--- src/rtl/alu_arbiter.sv ---
// alu_arbiter: shares one registered ALU between two requesters.
// Round-robin grant, one operation in flight, and the result comes back
// on a shared response channel tagged with the requester id.
//
// Ports:
//   clk, rst_n                    clock, asynchronous active-low reset
//   req_valid[1:0], req_ready[1:0] per-requester request handshake
//   req0_a/b/op, req1_a/b/op      per-requester operands and opcode
//   rsp_valid, rsp_ready          response handshake
//   rsp_id, rsp_result            owner and captured result of the response
//   alu_a/b/opcode                registered operands driven to the ALU
//   alu_result                    ALU result, valid ALU_LAT edges after issue
//
// state | meaning
// IDLE  | arbitrating; req_ready asserted toward the granted requester
// WAIT  | operation issued; down-counting ALU latency
// RESP  | result held on the response channel until rsp_ready
module alu_arbiter #(
  parameter int WIDTH   = 16,
  parameter int OPW     = 4,
  parameter int ALU_LAT = 1
) (
  input  logic             clk,
  input  logic             rst_n,
  input  logic [1:0]       req_valid,
  output logic [1:0]       req_ready,
  input  logic [WIDTH-1:0] req0_a,
  input  logic [WIDTH-1:0] req0_b,
  input  logic [OPW-1:0]   req0_op,
  input  logic [WIDTH-1:0] req1_a,
  input  logic [WIDTH-1:0] req1_b,
  input  logic [OPW-1:0]   req1_op,
  output logic             rsp_valid,
  input  logic             rsp_ready,
  output logic             rsp_id,
  output logic [WIDTH-1:0] rsp_result,
  output logic [WIDTH-1:0] alu_a,
  output logic [WIDTH-1:0] alu_b,
  output logic [OPW-1:0]   alu_opcode,
  input  logic [WIDTH-1:0] alu_result
);

  localparam int CW = (ALU_LAT < 2) ? 1 : $clog2(ALU_LAT + 1);

  typedef enum logic [1:0] {IDLE, WAIT, RESP} state_t;

  state_t        state;
  logic          last_grant;
  logic [CW-1:0] cnt;
  logic          gnt;
  logic          accept;

  // On a tie the requester not served last wins.
  always_comb begin
    gnt = 1'b0;
    case (req_valid)
      2'b10:   gnt = 1'b1;
      2'b11:   gnt = ~last_grant;
      default: gnt = 1'b0;
    endcase
  end

  always_comb begin
    req_ready = 2'b00;
    if (state == IDLE && req_valid != 2'b00)
      req_ready = gnt ? 2'b10 : 2'b01;
  end

  assign accept = |(req_valid & req_ready);

  always_ff @(posedge clk or negedge rst_n) begin
    if (!rst_n) begin
      state      <= IDLE;
      last_grant <= 1'b1;
      cnt        <= '0;
      rsp_valid  <= 1'b0;
      rsp_id     <= 1'b0;
      rsp_result <= '0;
      alu_a      <= '0;
      alu_b      <= '0;
      alu_opcode <= '0;
    end else begin
      case (state)
        IDLE: begin
          if (accept) begin
            alu_a      <= gnt ? req1_a  : req0_a;
            alu_b      <= gnt ? req1_b  : req0_b;
            alu_opcode <= gnt ? req1_op : req0_op;
            rsp_id     <= gnt;
            last_grant <= gnt;
            cnt        <= CW'(ALU_LAT);
            state      <= WAIT;
          end
        end
        WAIT: begin
          // Terminal count is one edge after the ALU output settles,
          // so capture happens ALU_LAT+1 edges after the accept.
          if (cnt == '0) begin
            rsp_result <= alu_result;
            rsp_valid  <= 1'b1;
            state      <= RESP;
          end else begin
            cnt <= cnt - 1'b1;
          end
        end
        RESP: begin
          if (rsp_ready) begin
            rsp_valid <= 1'b0;
            state     <= IDLE;
          end
        end
        default: state <= IDLE;
      endcase
    end
  end

endmodule

--- config.mk ---
export PLATFORM = sky130hd
export DESIGN_NAME = alu_arbiter
export DESIGN_NICKNAME = d
export VERILOG_FILES = /design/src/rtl/alu_arbiter.sv
export SDC_FILE = /design/constraint.sdc
export NUM_CORES = 1
export LEC_CHECK = 0
export BUFFER_PORTS_ARGS = -buffer_cell sky130_fd_sc_hd__buf_2
export CAP_MARGIN = 20
export CORE_AREA = 2 2 109 69
export CTS_CLUSTER_DIAMETER = 80
export DETAILED_ROUTE_END_ITERATION = 6
export DIE_AREA = 0 0 111 71
export HOLD_SLACK_MARGIN = 0.12
export PLACE_DENSITY = 0.69
export RECOVER_POWER = 50
export SLEW_MARGIN = 20
export SYNTH_ARGS = -nofsm -noshare
export SYNTH_HDL_FRONTEND = slang
export SYNTH_SLANG_ARGS = --single-unit
--- constraint.sdc ---
create_clock -name clk -period 1.9 [get_ports clk]
set_input_delay 0 -clock clk [delete_from_list [all_inputs] [get_ports clk]]
set_output_delay 0 -clock clk [all_outputs]
set_load 0.01 [all_outputs]
# After elaboration in Yosys (flattened, before gate mapping)
# Index checks and enable logic that the tools add are counted.
[totals]
ff_bits = 58
[op_classes]
addsub = 1
n_eq_ne = 7
n_mux = 16
bitwise = 3
reduce_logical = 11
[ops]
columns = ["cell", "count"]
rows = [
  ["$mux W16", 2],
  ["$mux W2", 5],
  ["$eq A2 B2 Y1 const B", 3],
  ["$ne A2 B2 Y1 const B", 3],
  ["$pmux W1 S2", 3],
  ["$pmux W2 S3", 1],
  ["$reduce_and A2 Y1", 3],
  ["$reduce_and A3 Y1", 2],
  ["$reduce_bool A2 Y1", 3],
  ["$mux W1", 4],
  ["$mux W4", 1],
  ["$and A2 B2 Y2", 1],
  ["$eq A2 B1 Y1 const B", 1],
  ["$logic_not A2 Y1", 1],
  ["$not A1 Y1", 2],
  ["$reduce_or A2 Y1", 1],
  ["$logic_and A1 B1 Y1", 1],
  ["$sub A1 B1 Y1 const B", 1],
]

# Longest topological paths before layout
[depth]
word_depth = 8
mapped_depth = 5
depth_no_buf = 3

# Least setup slack after synthesis
# Ideal clock, no wire load.
[synth_timing]
path_kind = "register to register"
from = "register last_grant"
to = "register alu_a[10]"
arrival_time_ns = 1.486
path_slack_ns = 0.290
stages_incl_launch_ff = 6
path_buffers = 2
period_less_slack_ns = 1.610
cell_sequence = "dfstp_2 a21bo_2 buf_6 buf_6 mux2_4 mux2_2"
[synth_via]
elab_chain_cells = 7
elab_cells_between_ends = 8
[synth_rtl]
columns = ["item", "line_no", "rtl"]
rows = [
  ["start, declared", "48", "logic last_grant;"],
  ["start signal, assigned", "90", "last_grant <= gnt;"],
  ["$not A1 Y1 (*)", "58", "2'b11: gnt = ~last_grant;"],
  ["$pmux W1 S2 (*)", "56", "case (req_valid)"],
  ["$mux W2", "66", "req_ready = gnt ? 2'b10 : 2'b01;"],
  ["$mux W2", "65", "if (state == IDLE && req_valid != 2'b00)"],
  ["$and A2 B2 Y2", "69", "assign accept = |(req_valid & req_ready);"],
  ["$reduce_or A2 Y1", "69", ""],
  ["$reduce_and A2 Y1 (no line)", "-", ""],
  ["end signal, assigned", "86", "alu_a <= gnt ? req1_a : req0_a;"],
  ["end, declared", "37", "output logic [WIDTH-1:0] alu_a,"],
]
# Every way passes the cells marked *; elsewhere a longest branch is shown, timed or not.
# A chain may end at the register's enable or synchronous reset.

# Worst setup path after layout
[layout_timing]
from = "register state[0]"
to = "output req_ready[0]"
[layout_via]
elab_chain_cells = 3
[layout_rtl]
columns = ["item", "line_no", "rtl"]
rows = [
  ["start, declared", "47", "state_t state;"],
  ["start signal, assigned", "73", "state <= IDLE;"],
  ["start signal, assigned", "92", "state <= WAIT;"],
  ["start signal, assigned", "101", "state <= RESP;"],
  ["$logic_not A2 Y1", "65", ""],
  ["$logic_and A1 B1 Y1", "65", ""],
  ["$mux W2", "65", ""],
  ["end, declared", "26", "output logic [1:0] req_ready,"],
]
# No other way between the ends.

==> results.md <==
* Sequential share of the synthesized area at 54.15%
* FP Rows at 24
* Compound-Gate Fraction of Synth Area at 2.285%
* Peak VDD IR at 716.2 µV
* Die H at 71 µm
* Clk sink count at 58
* Critical Path RT at 1900 ps
* Critical path's largest stage delay at 430 ps
* Synth Area in Adders at 0%
* Slew @ Worst Pin at 918.1 ps
* Tcrit/Tclk final at 91.68%
* Crit path cell chain: nor2_1 -> o21ai_4 -> buf_12 -> nor2b_1 -> buf_2
* Largest net degree at the start of global routing at 32
* Post-CTS Setup Bufs at 0
* Clk_lat worst skew at 310 ps
* Slew Limit Fails at 0
* Setup CP Type: flip-flop to primary output
* CTS Buf Count at 9
* H-tree depth at 3
* Setup violation total in the final timing report at 0
* Worst setup margin at 158.0 ps
* Critical path's top delay family: flip-flops
* Design Power at 6.300 mW
* CTS tree: built
* CTS max path bufs at 2
* Drt pass-1 iters at 4
* Number of global-route vias before repair at 2596
* Vias at 2370
* Hold Path Class: primary input to flip-flop
* Status: completed
* Layout area overhead at 75.79%
* # port buffers at 148
* Placed Instances at 411
* Max-cap violations at 0
* Gpl congestion at 0.7319
* Setup_tns at 0 ps
* Mapped Area at 2683 µm²
* Cell Pwr Density at 1336 nW/µm²
* Most common cell after layout, fill and taps aside: buf_2
* CP max FO at 27
* Final #Nets at 517
* DRC violations left at 0
* Core Area at 6937 µm²
* Total of fill cells in the finished design at 518
* Critical Path AT at 1740 ps
* Yosys warns at 0
* Total wire length at 7613 µm
* Endpoint class of the critical path: primary output
* Unrepaired setup endpoints after global routing: false
* Worst slack, placed at 164.7 ps
* ANT nets after route at 0
* XOR/XNOR Fraction of Synth Area at 0%
* Clk root buf: clkbuf_16
* Leakage Power at 2.219 nW
* Yosys reg bits at 58
* N_diodes at 0
* Avg WL per Cell at 14.64 µm
* Rel. slew slack at 38.80%
* Grt total ovfl at 0
* CP max-delay cell: dfrtp_1
* # IOs at 149
* Die X at 111 µm
* Antenna violations before repair at 0
* Worst-path clk slew at 50 ps
* Largest family of logic cells by synthesized area: multiplexers
* Most frequent cells in the layout: buf_2 (110), dlygate4sd3_1 (93), mux2_2 (70)
* Die ar. at 7881 µm²
* Final HPWL DP at 4469 µm
* Initial core utilization at 38.67%
* First-pass GRT wire length at 12530 µm
* Initial DRC count at 41
* Total GRT Usage at 20.21%
* Final Skew at 6.310 ps
* Ratio of cells with drive above 1 in the final layout at 51.52%
* Crit path buf inv count at 2
* Filler-free cell count of the finished design at 520
* Worst setup SP type: flip-flop
* Mux cell area share after synthesis at 39.46%
* Final hold vios at 0
* Vias per cell at 4.558
* Post-synthesis cell count at 175
* Simple-Gate Fraction of Synth Area at 1.446%
* Fin crit period at 1742 ps
* Fmax at 574.1 MHz
* Mapped Avg Cell Area at 15.33 µm²
* Synth cell types at 19
* Mapped Nets at 268
==> path summary, 6_finish.rpt <==
check | start | to | depth (start not counted) | slack, ps
setup / recovery | state[0]$_DFFE_PN0P_ | req_ready[0] | 5 | 160
hold / removal | req_valid[1] | rsp_id$_DFFE_PN0P_ | 3 | 220
setup reg to reg | last_grant$_DFFE_PN1P_ | alu_b[14]$_DFFE_PN0P_ | 4 | 170
hold reg to reg | rsp_id$_DFFE_PN0P_ | rsp_id$_DFFE_PN0P_ | 1 | 480
max in group asynchronous | rst_n | rsp_result[12]$_DFFE_PN0P_ | 3 | 750
min in group asynchronous | rst_n | alu_b[5]$_DFFE_PN0P_ | 3 | 480
==> kinds of logic after synthesis <==
| group | Yosys count |
|---|---|
| buf+inv | 11 |
| compound gates | 10 |
| mux | 88 |
| simple gates | 8 |
| flops | 58 |
==> metal layers <==
metal | GRT usage, % | vias up | part of all wire, %
li1 | - | 1129 | -
met1 | 23.33 | 1145 | 42
met2 | 37.01 | 90 | 51
met3 | 6.427 | 6 | 6.4
met4 | 5.139 | 0 | 0.84
met5 | 0 | - | 0
==> synthesized netlist by cell type <==
| cell type | instances | area share [%] |
|---|---|---|
| a21bo_2 | 1 | 0.37 |
| a21o_1 | 2 | 0.56 |
| a21oi_1 | 2 | 0.37 |
| a31oi_1 | 1 | 0.23 |
| buf_2 | 6 | 1.1 |
| buf_6 | 3 | 1.3 |
| dfrtp_1 | 57 | 53 |
| dfstp_2 | 1 | 0.98 |
| inv_1 | 2 | 0.28 |
| mux2_2 | 70 | 29 |
| mux2_4 | 18 | 10 |
| nand2_1 | 2 | 0.28 |
| nand2b_1 | 1 | 0.23 |
| nor2_1 | 2 | 0.28 |
| nor2_2 | 1 | 0.23 |
| nor2b_1 | 1 | 0.23 |
| nor3_1 | 1 | 0.19 |
| o21ai_0 | 3 | 0.56 |
| o21ai_1 | 1 | 0.19 |
==> final cells by class <==
class / instances / area, µm² / area share [%]
repair buffers: 247 / 1688 / 35.79
well taps: 91 / 113.9 / 2.414
flip-flops and latches: 58 / 1453 / 30.80
inverters: 2 / 7.507 / 0.1592
clock inverters: 2 / 10.01 / 0.2123
clock buffers: 14 / 274.0 / 5.811
multi-input cells: 106 / 1170 / 24.81
==> repair_timing <==
item,4_1_cts,5_1_grt
hold buffers,93,0
gates resized for setup,0,0
hold endpoints to repair,113,0
==> registers in the layout, indices dropped and copies added, names as in the netlist <==
name        cells
cnt             1
state           2
rsp_id          1
last_grant      1
alu_a          16
alu_b          16
rsp_result     16
alu_opcode      4
rsp_valid       1
==> power by group <==
group | internal (mW) | switching [mW] | total, mW
clock network | 0.983 | 0.503 | 1.49
registers | 1.89 | 0.337 | 2.22
logic | 1.42 | 1.17 | 2.59
total | 4.29 | 2.01 | 6.30
==> per-stage QoR <==
| stage | hold slack (ps) | utilization [%] | area (µm²) |
|---|---|---|---|
| after floorplan | -295.6 | - | 2683 |
| after global placement | -92.74 | 51.43 | 3567 |
| after detailed placement | -87.62 | 51.43 | 3567 |
| after CTS | 218.4 | 68.94 | 4782 |
| after global routing | 241.6 | 67.98 | 4716 |
| final | 217.1 | 67.98 | 4716 |
==> worst min-delay path, cell delays in order <==
cell	delay [ps]
buf_2	120
o21ai_4	160
a21o_1	210
No activity file was read; power rests on OpenSTA's default activity.
